--- config.mk ---
export PLATFORM = sky130hd
export DESIGN_NAME = dma_io_responder_flat
export DESIGN_NICKNAME = d
export VERILOG_FILES = /design/src/rtl/dma_io_responder_if.sv /design/src/rtl/dma_io_responder.sv /design/src/flat_wrapper.sv
export SDC_FILE = /design/constraint.sdc
export NUM_CORES = 1
export LEC_CHECK = 0
export ABC_CLOCK_PERIOD_IN_PS = 7960
export BUFFER_PORTS_ARGS = -buffer_cell sky130_fd_sc_hd__buf_2
export CAP_MARGIN = 20
export CORE_MARGIN = 10
export CORE_UTILIZATION = 32
export CTS_CLUSTER_SIZE = 10
export DETAILED_ROUTE_END_ITERATION = 10
export GPL_TIMING_DRIVEN = 0
export RECOVER_POWER = 50
export SYNTH_ARGS = -nofsm -noshare
export SYNTH_HDL_FRONTEND = slang
export SYNTH_SLANG_ARGS = --single-unit
--- constraint.sdc ---
create_clock -name CLK -period 7.96 [get_ports CLK]
set_clock_uncertainty 0.05 [all_clocks]
set_input_delay 1.592 -clock CLK [delete_from_list [all_inputs] [get_ports CLK]]
set_output_delay 1.592 -clock CLK [all_outputs]
set_load 0.01 [all_outputs]
--- src/rtl/dma_io_responder_if.sv ---
// Bus between an 8237-style DMA controller and the I/O responder:
// request/acknowledge handshake, read/write strobes, end-of-process and the data bus.
interface dma_io_responder_if #(
    parameter int DW = 8
);
    logic          DREQ;
    logic          DACK_N;
    logic          IOR_N;
    logic          IOW_N;
    logic          EOP_N;
    logic [DW-1:0] db_in;
    logic [DW-1:0] db_out;
    logic          db_oe;

    modport master (
        input  DREQ, db_out, db_oe,
        output DACK_N, IOR_N, IOW_N, EOP_N, db_in
    );

    modport slave (
        output DREQ, db_out, db_oe,
        input  DACK_N, IOR_N, IOW_N, EOP_N, db_in
    );
endinterface

--- src/rtl/dma_io_responder.sv ---
// Single-transfer DMA I/O responder: a local FIFO drained (dir=0) or filled (dir=1)
// one beat at a time by an external DMA controller.
//
// state | meaning
// IDLE  | waiting for enable, no terminal count, and FIFO ready for the selected direction
// REQ   | DREQ asserted, waiting for DACK_N
// ACK   | acknowledged, waiting for the direction's strobe (DACK_N release aborts)
// XFER  | strobe active; beat completes on the first cycle the strobe is seen high
// TCW   | terminal count reached, holding off requests until tc_clr
module dma_io_responder #(
    parameter int DEPTH = 8,
    parameter int DW    = 8
) (
    input  logic          CLK,
    input  logic          RESET,
    dma_io_responder_if.slave bus,
    input  logic          en,
    input  logic          dir,
    input  logic          tc_clr,
    input  logic          loc_wr,
    input  logic [DW-1:0] loc_wdata,
    input  logic          loc_rd,
    output logic [DW-1:0] loc_rdata,
    output logic          full,
    output logic          empty,
    output logic          xfer_pulse,
    output logic          tc
);

    localparam int AW = $clog2(DEPTH);

    typedef enum logic [4:0] {
        IDLE = 5'b00001,
        REQ  = 5'b00010,
        ACK  = 5'b00100,
        XFER = 5'b01000,
        TCW  = 5'b10000
    } state_t;

    state_t        state;
    state_t        state_nxt;

    logic [AW:0]   wr_ptr;
    logic [AW:0]   rd_ptr;
    logic [DW-1:0] mem [DEPTH];
    logic [DW-1:0] head;
    logic [DW-1:0] wdata_q;
    logic          eop_q;

    logic          strobe_n;
    logic          ready;
    logic          in_beat;
    logic          eop_any;
    logic          done;
    logic          bus_push;
    logic          bus_pop;
    logic          do_push;
    logic          do_pop;
    logic [DW-1:0] push_data;
    logic          capture;

    assign strobe_n = dir ? bus.IOW_N : bus.IOR_N;
    assign head     = mem[rd_ptr[AW-1:0]];
    assign empty    = (wr_ptr == rd_ptr);
    assign full     = (wr_ptr[AW] != rd_ptr[AW]) && (wr_ptr[AW-1:0] == rd_ptr[AW-1:0]);
    assign ready    = dir ? !full : !empty;
    assign in_beat  = (state == ACK) || (state == XFER);
    assign eop_any  = eop_q || (in_beat && !bus.EOP_N);
    assign done     = (state == XFER) && strobe_n;

    always_comb begin
        state_nxt = state;
        unique case (state)
            IDLE: if (en && !tc && ready) state_nxt = REQ;
            REQ: begin
                if (!bus.DACK_N)          state_nxt = ACK;
                else if (!en || !ready)   state_nxt = IDLE;
            end
            ACK: begin
                if (bus.DACK_N)           state_nxt = eop_any ? TCW : IDLE;
                else if (!strobe_n)       state_nxt = XFER;
            end
            XFER: if (strobe_n) state_nxt = eop_any ? TCW : IDLE;
            TCW:  if (tc_clr)   state_nxt = IDLE;
            default:            state_nxt = IDLE;
        endcase
    end

    assign bus.DREQ   = (state == REQ);
    assign bus.db_oe  = (state == XFER) && !dir && !bus.IOR_N && !bus.DACK_N;
    assign bus.db_out = bus.db_oe ? head : '0;
    assign loc_rdata  = empty ? '0 : head;

    // A bus beat owns its end of the FIFO for that cycle; a local op on the same end is dropped.
    assign bus_push  = done && dir;
    assign bus_pop   = done && !dir;
    assign do_push   = !full && (bus_push || loc_wr);
    assign do_pop    = !empty && (bus_pop || loc_rd);
    assign push_data = bus_push ? wdata_q : loc_wdata;

    // Write data is held from the last strobe-low cycle, including the ACK cycle that saw it.
    assign capture = dir && !bus.IOW_N && (((state == ACK) && !bus.DACK_N) || (state == XFER));

    always_ff @(posedge CLK or posedge RESET) begin
        if (RESET) begin
            state      <= IDLE;
            wr_ptr     <= '0;
            rd_ptr     <= '0;
            wdata_q    <= '0;
            eop_q      <= 1'b0;
            xfer_pulse <= 1'b0;
            tc         <= 1'b0;
        end else begin
            state      <= state_nxt;
            xfer_pulse <= done;
            if (do_push) wr_ptr <= wr_ptr + 1'b1;
            if (do_pop)  rd_ptr <= rd_ptr + 1'b1;
            if (capture) wdata_q <= bus.db_in;
            eop_q <= ((state_nxt == ACK) || (state_nxt == XFER)) ? eop_any : 1'b0;
            if ((state_nxt == TCW) && (state != TCW))
                tc <= 1'b1;
            else if ((state == TCW) && tc_clr)
                tc <= 1'b0;
        end
    end

    always_ff @(posedge CLK) begin
        if (do_push) mem[wr_ptr[AW-1:0]] <= push_data;
    end

endmodule

--- src/flat_wrapper.sv ---
// flat-port wrapper written by rule: the top's interface ports become plain ports
module dma_io_responder_flat 
#(
    parameter int DEPTH = 8,
    parameter int DW    = 8
)
  (CLK, RESET, en, dir, tc_clr, loc_wr, loc_wdata, loc_rd, loc_rdata, full, empty, xfer_pulse, tc, bus_DREQ, bus_db_out, bus_db_oe, bus_DACK_N, bus_IOR_N, bus_IOW_N, bus_EOP_N, bus_db_in);
  dma_io_responder_if #(.DW(DW)) bus_i ();
  input  logic CLK;
  input  logic RESET;
  input  logic en;
  input  logic dir;
  input  logic tc_clr;
  input  logic loc_wr;
  input  logic [DW-1:0] loc_wdata;
  input  logic loc_rd;
  output logic [DW-1:0] loc_rdata;
  output logic full;
  output logic empty;
  output logic xfer_pulse;
  output logic tc;
  output wire logic [$bits(bus_i.DREQ)-1:0] bus_DREQ;
  output wire logic [$bits(bus_i.db_out)-1:0] bus_db_out;
  output wire logic [$bits(bus_i.db_oe)-1:0] bus_db_oe;
  input wire logic [$bits(bus_i.DACK_N)-1:0] bus_DACK_N;
  input wire logic [$bits(bus_i.IOR_N)-1:0] bus_IOR_N;
  input wire logic [$bits(bus_i.IOW_N)-1:0] bus_IOW_N;
  input wire logic [$bits(bus_i.EOP_N)-1:0] bus_EOP_N;
  input wire logic [$bits(bus_i.db_in)-1:0] bus_db_in;
  assign bus_DREQ = bus_i.DREQ;
  assign bus_db_out = bus_i.db_out;
  assign bus_db_oe = bus_i.db_oe;
  assign bus_i.DACK_N = bus_DACK_N;
  assign bus_i.IOR_N = bus_IOR_N;
  assign bus_i.IOW_N = bus_IOW_N;
  assign bus_i.EOP_N = bus_EOP_N;
  assign bus_i.db_in = bus_db_in;
  dma_io_responder #(.DEPTH(DEPTH), .DW(DW)) u_core (.CLK(CLK), .RESET(RESET), .bus(bus_i), .en(en), .dir(dir), .tc_clr(tc_clr), .loc_wr(loc_wr), .loc_wdata(loc_wdata), .loc_rd(loc_rd), .loc_rdata(loc_rdata), .full(full), .empty(empty), .xfer_pulse(xfer_pulse), .tc(tc));
endmodule
### After elaboration in Yosys (flattened, before gate mapping)

Memory sizes are Yosys's and may differ from the RTL's.
Cells that the tools add are included.

| word-level totals | value |
|---|---|
| flip-flop bits (word level) | 24 |
| latch bits | 0 |
| memory bits (writable) | 64 |
| memory bits (read-only) | 0 |
| input bits | 27 |
| output and inout port bits | 22 |
| word-level logic and storage cells | 76 |
| memories | 1 |

Memory list:

| name | words | bits a word | rd ports | clocked after Yosys merged registers in | wr ports | line | RTL |
|---|---|---|---|---|---|---|---|
| u_core.mem | 8 | 8 | 1 | 0 | 1 | dma_io_responder.sv:45 | `logic [DW-1:0] mem [DEPTH];` |

| operators by class | value |
|---|---|
| add/sub/neg operators | 2 |
| $mul | 0 |
| div/mod/pow operators | 0 |
| magnitude comparators | 0 |
| equal/unequal tests | 12 |
| shifts and indexed selects | 0 |
| mux-type cells | 19 |
| bitwise gates (word level) | 0 |
| reduce and logical (&&, ||, !) cells | 35 |

Operators by type and width:

| cell | number |
|---|---|
| 5-bit two-way mux | 8 |
| 5-bit case mux with 5 select lines | 1 |
| 8-bit two-way mux | 3 |
| 1-bit logical AND | 17 |
| 5-bit by 3-bit equality test with 1-bit output, second input constant | 2 |
| 5-bit by 4-bit equality test with 1-bit output, second input constant | 2 |
| 5-bit equality test, second input constant | 2 |
| 1-bit logical NOT | 10 |
| 4-bit by 1-bit adder with 4-bit output, second input constant | 2 |
| 1-bit logical OR | 7 |
| 1-bit two-way mux | 7 |
| 5-bit by 1-bit equality test with 1-bit output, second input constant | 1 |
| 5-bit by 2-bit equality test with 1-bit output, second input constant | 1 |
| 5-bit != test, second input constant | 1 |
| 4-bit equality test | 1 |
| 3-bit equality test | 1 |
| 2-bit nonzero test | 1 |
| 1-bit != test | 1 |

### Longest topological paths before layout

| logic depth | value |
|---|---|
| word-level depth | 12 |
| mapped depth | 6 |
| gate-level depth less buffers | 5 |

### Worst setup path after synthesis

No wires, ideal clock.

| timing | value |
|---|---|
| kind | input -> output |
| from | input dir |
| to | output bus_db_out[0] |
| arrival | 2.593 ns |
| data required time | 6.318 ns |
| path slack | 3.725 ns |
| stages | 4 |
| path buffers | 2 |
| path through | clkbuf_2 > or4_1 > clkbuf_1 > nor2_1 |

| between the ends | value |
|---|---|
| cells in the longest elaborated chain, start to end | 5 |

RTL lines:

| what | line | RTL |
|---|---|---|
| start: declaration | flat_wrapper.sv:12 | `input logic dir;` |
| 1-bit logical NOT | dma_io_responder.sv:90 | `assign bus.db_oe = (state == XFER) && !dir && !bus.IOR_N && !bus.DACK_N;` |
| 1-bit logical AND (3 in series) | dma_io_responder.sv:90 |  |
| 8-bit two-way mux | dma_io_responder.sv:91 | `assign bus.db_out = bus.db_oe ? head : '0;` |
| end: declaration | flat_wrapper.sv:23 | `output wire logic [$bits(bus_i.db_out)-1:0] bus_db_out;` |

No other way between the ends.

### Worst setup path after layout

| timing | value |
|---|---|
| from | input dir |
| to | memory u_core.mem[5][1] (enable) |

| between the ends | value |
|---|---|
| cells in the longest elaborated chain, start to end | 7 |

RTL lines:

| what | line | RTL |
|---|---|---|
| 1-bit two-way mux | dma_io_responder.sv:62 | `assign strobe_n = dir ? bus.IOW_N : bus.IOR_N;` |
| 1-bit logical AND | dma_io_responder.sv:69 | `assign done = (state == XFER) && strobe_n;` |
| 1-bit logical AND * | dma_io_responder.sv:95 | `assign bus_push = done && dir;` |
| 1-bit logical OR * | dma_io_responder.sv:97 | `assign do_push = !full && (bus_push \|\| loc_wr);` |
| 1-bit logical AND * | dma_io_responder.sv:97 |  |
| 1-bit two-way mux * | dma_io_responder.sv:128 | `if (do_push) mem[wr_ptr[AW-1:0]] <= push_data;` |
| 1-bit two-way mux (implied by the code) * | dma_io_responder.sv:128 |  |
| end: declaration | dma_io_responder.sv:45 |  |

Mark *: on every way between the ends. The rest lies on a longest branch, timed or not.

==> impl_metrics.json <==
{
  "status": "finished, violations left",
  "violations": "max-capacitance violations, max-slew violations",
  "drive_above_1_share_pct": 33.6,
  "fin_total_pwr_mw": 1.68,
  "async_flop_share_pct": 27.3,
  "arrival_ns": 5.43,
  "synth_nets": 282,
  "period_share_pct": 69.3,
  "whs_ns": 0.454,
  "path_delay_family": "simple AND/OR/NAND/NOR gates",
  "placed_cells": 472,
  "dieWidth_um": 132,
  "layout.nets": 345,
  "antenna_found_initial": 0,
  "grt_pass1_wl_mm": 14.0,
  "drt_iter0_markers": 155,
  "ios": 49,
  "stdcell_count": 489,
  "worstPathRequired_ns": 7.87,
  "io_buffers": 47,
  "cp_num_buf_inv": 2,
  "max_freq_ghz": 0.181,
  "setup.worst_path.class": "in -> reg",
  "seq_area_frac_synth_pct": 62.5,
  "dpl_cell_area_um2": 4530,
  "synthToLayoutAreaGrowth_pct": 18.0,
  "synthFlopType": "edfxtp_1",
  "initial_core_util_pct": 33.2,
  "grtUsageTotal_pct": 10.3,
  "drc": 0,
  "cts_tree": "built",
  "leakage_nw": 1.85,
  "avgRoutedWirePerCell_um": 18.1,
  "synth_cell_type_count": 54,
  "clock_latency_ns": 0.34,
  "routed_via_density": 4.67,
  "setup_ws_ns": 2.45,
  "vias": 2283,
  "worstSetupEndpointType": "register",
  "period_minus_slack_ns": 5.51,
  "num_rows": 40,
  "clk_pin_slew_ns": 0.06,
  "fin_area_um2": 4770,
  "synth.avg_cell_area_um2": 16.0,
  "diodes": 0,
  "cts_resized": 0,
  "die_h_um": 132,
  "crit_chain": "clkbuf_1 -> inv_1 -> nor4_1 -> o22ai_1 -> nor3_2",
  "rsz0062_at_grt": "no",
  "ctsRootBufferMaster": "clkbuf_16",
  "synth_edf_count": 64,
  "max_slew_margin_pct": -50.1,
  "dp_slack_ns": 3.39,
  "core_um2": 12200,
  "slowest_stage": "nor4_1",
  "ant_nets": 0,
  "cp-start-kind": "input port",
  "cts_setup_buffers": 0,
  "grt-ovfl-total": 0,
  "hold_class": "reg -> reg",
  "ys_ff_latch": 88,
  "maxCapViolCount": 1,
  "setup_tns_ns": 0,
  "place.gp.congestion": 0.846,
  "hold_buffers": 0,
  "grt_max_degree": 25,
  "slowest_delay_ns": 1.76,
  "clock-sinks": 88,
  "die_area_um2": 17500,
  "finalHoldViolations": 0,
  "setup_violations": 0,
  "irDropWorstVdd_uv": 139,
  "htreeDepth": 3,
  "hpwl_mm": 6.22,
  "syn_area_um2": 4040,
  "worst_slew_pin_slew_ns": 2.23,
  "postSynthCellCount": 253,
  "crit_fanout": 10,
  "fin_util_pct": 39.2,
  "cts_made_buffers": 9,
  "clockBufferDepth": 2,
  "mostFrequentLayoutCell": "edfxtp_1",
  "ys_warn_count": 0,
  "wirelength_mm": 8.85,
  "grt_pass1_vias": 2501,
  "layout_common_cells": "edfxtp_1 (64), buf_2 (49), nor2_1 (29), dfrtp_1 (23), mux4_2 (16)",
  "drv_slew": 11,
  "dr.pass1.iters": 4,
  "n_fill_cell": 1122,
  "p_per_area_nw_per_um2": 352
}
[metal layers]
layer | part of all wire [%] | up-vias | wire (um) | global-route usage [%]
li1 | - | 1095 | - | -
met1 | 44 | 1125 | 3880 | 12.4
met2 | 50 | 52 | 4410 | 17.2
met3 | 4.3 | 11 | 378 | 1.71
met4 | 2.0 | 0 | 177 | 5.56
met5 | 0 | - | 0 | 0
[kinds of logic after synthesis]
kind of cell	share of synthesized area, %
buffers and inverters	3.72
multiplexers	15.9
flip-flops	62.5
XOR/XNOR	3.19
AO/OA/AOI/OAI	4.68
AND/OR/NAND/NOR	9.42
adder cells (fa/ha/maj)	0.619
[layout make-up]
| cell class | count | area, um^2 | share of cell area, % |
|---|---|---|---|
| repair buffers | 52 | 256 | 5.38 |
| inverters | 8 | 30.0 | 0.630 |
| clock buffers | 11 | 243 | 5.09 |
| plain buffers | 12 | 119 | 2.49 |
| multi-input cells | 145 | 1350 | 28.2 |
| well taps | 168 | 210 | 4.41 |
| clock inverters | 5 | 40.0 | 0.840 |
| flip-flops and latches | 88 | 2520 | 52.9 |
[cell usage after synthesis (3+ instances only)]
master	number	area [um^2]
edfxtp_1	64	1920
xor2_1	6	52.6
dfrtp_1	23	576
mux4_2	16	360
buf_2	3	15.0
clkbuf_1	3	11.3
nand2b_1	6	37.5
nor3_1	4	20.0
nand4_1	3	18.8
xnor2_1	6	52.6
nand2_1	6	22.5
inv_1	8	30.0
a21oi_1	3	15.0
nor2_1	29	109
mux2i_1	9	90.1
mux2_2	17	191
[worst reg2reg max path, delay by kind of cell, from the launching register on]
kind / cells / cell delay (ns)
compound gates: 1 / 0.77
flops: 1 / 0.47
simple gates: 3 / 3.07
[final timing paths]
kind                                                     from                            end  slack [ns]  depth (start not counted)
worst max-delay path                                      dir     u_core.mem[5][1]$_DFFE_PP_        2.45                          5
worst min-delay path            u_core.wdata_q[2]$_DFFE_PP0P_  u_core.wdata_q[2]$_DFFE_PP0P_        0.45                          1
worst max register to register      u_core.state[4]$_DFF_PP0_     u_core.mem[5][1]$_DFFE_PP_        3.23                          4
worst min register to register  u_core.wdata_q[2]$_DFFE_PP0P_  u_core.wdata_q[2]$_DFFE_PP0P_        0.45                          1
max in group asynchronous                               RESET         u_core.eop_q$_DFF_PP0_        5.34                          3
min in group asynchronous                               RESET    u_core.xfer_pulse$_DFF_PP0_        1.07                          2
[state kept, by name, indices dropped and copies added, names as in the netlist]
register and count:
u_core.rd_ptr 4, u_core.wr_ptr 4, u_core.xfer_pulse 1, u_core.state 5
u_core.mem 64, u_core.eop_q 1, u_core.wdata_q 8, u_core.tc 1
[report_power, final]
part	switching, mW	internal (mW)	total (mW)
sequential	0.0304	0.587	0.618
clock	0.175	0.222	0.397
combinational	0.355	0.309	0.664
(Power assumes the default switching activity.)
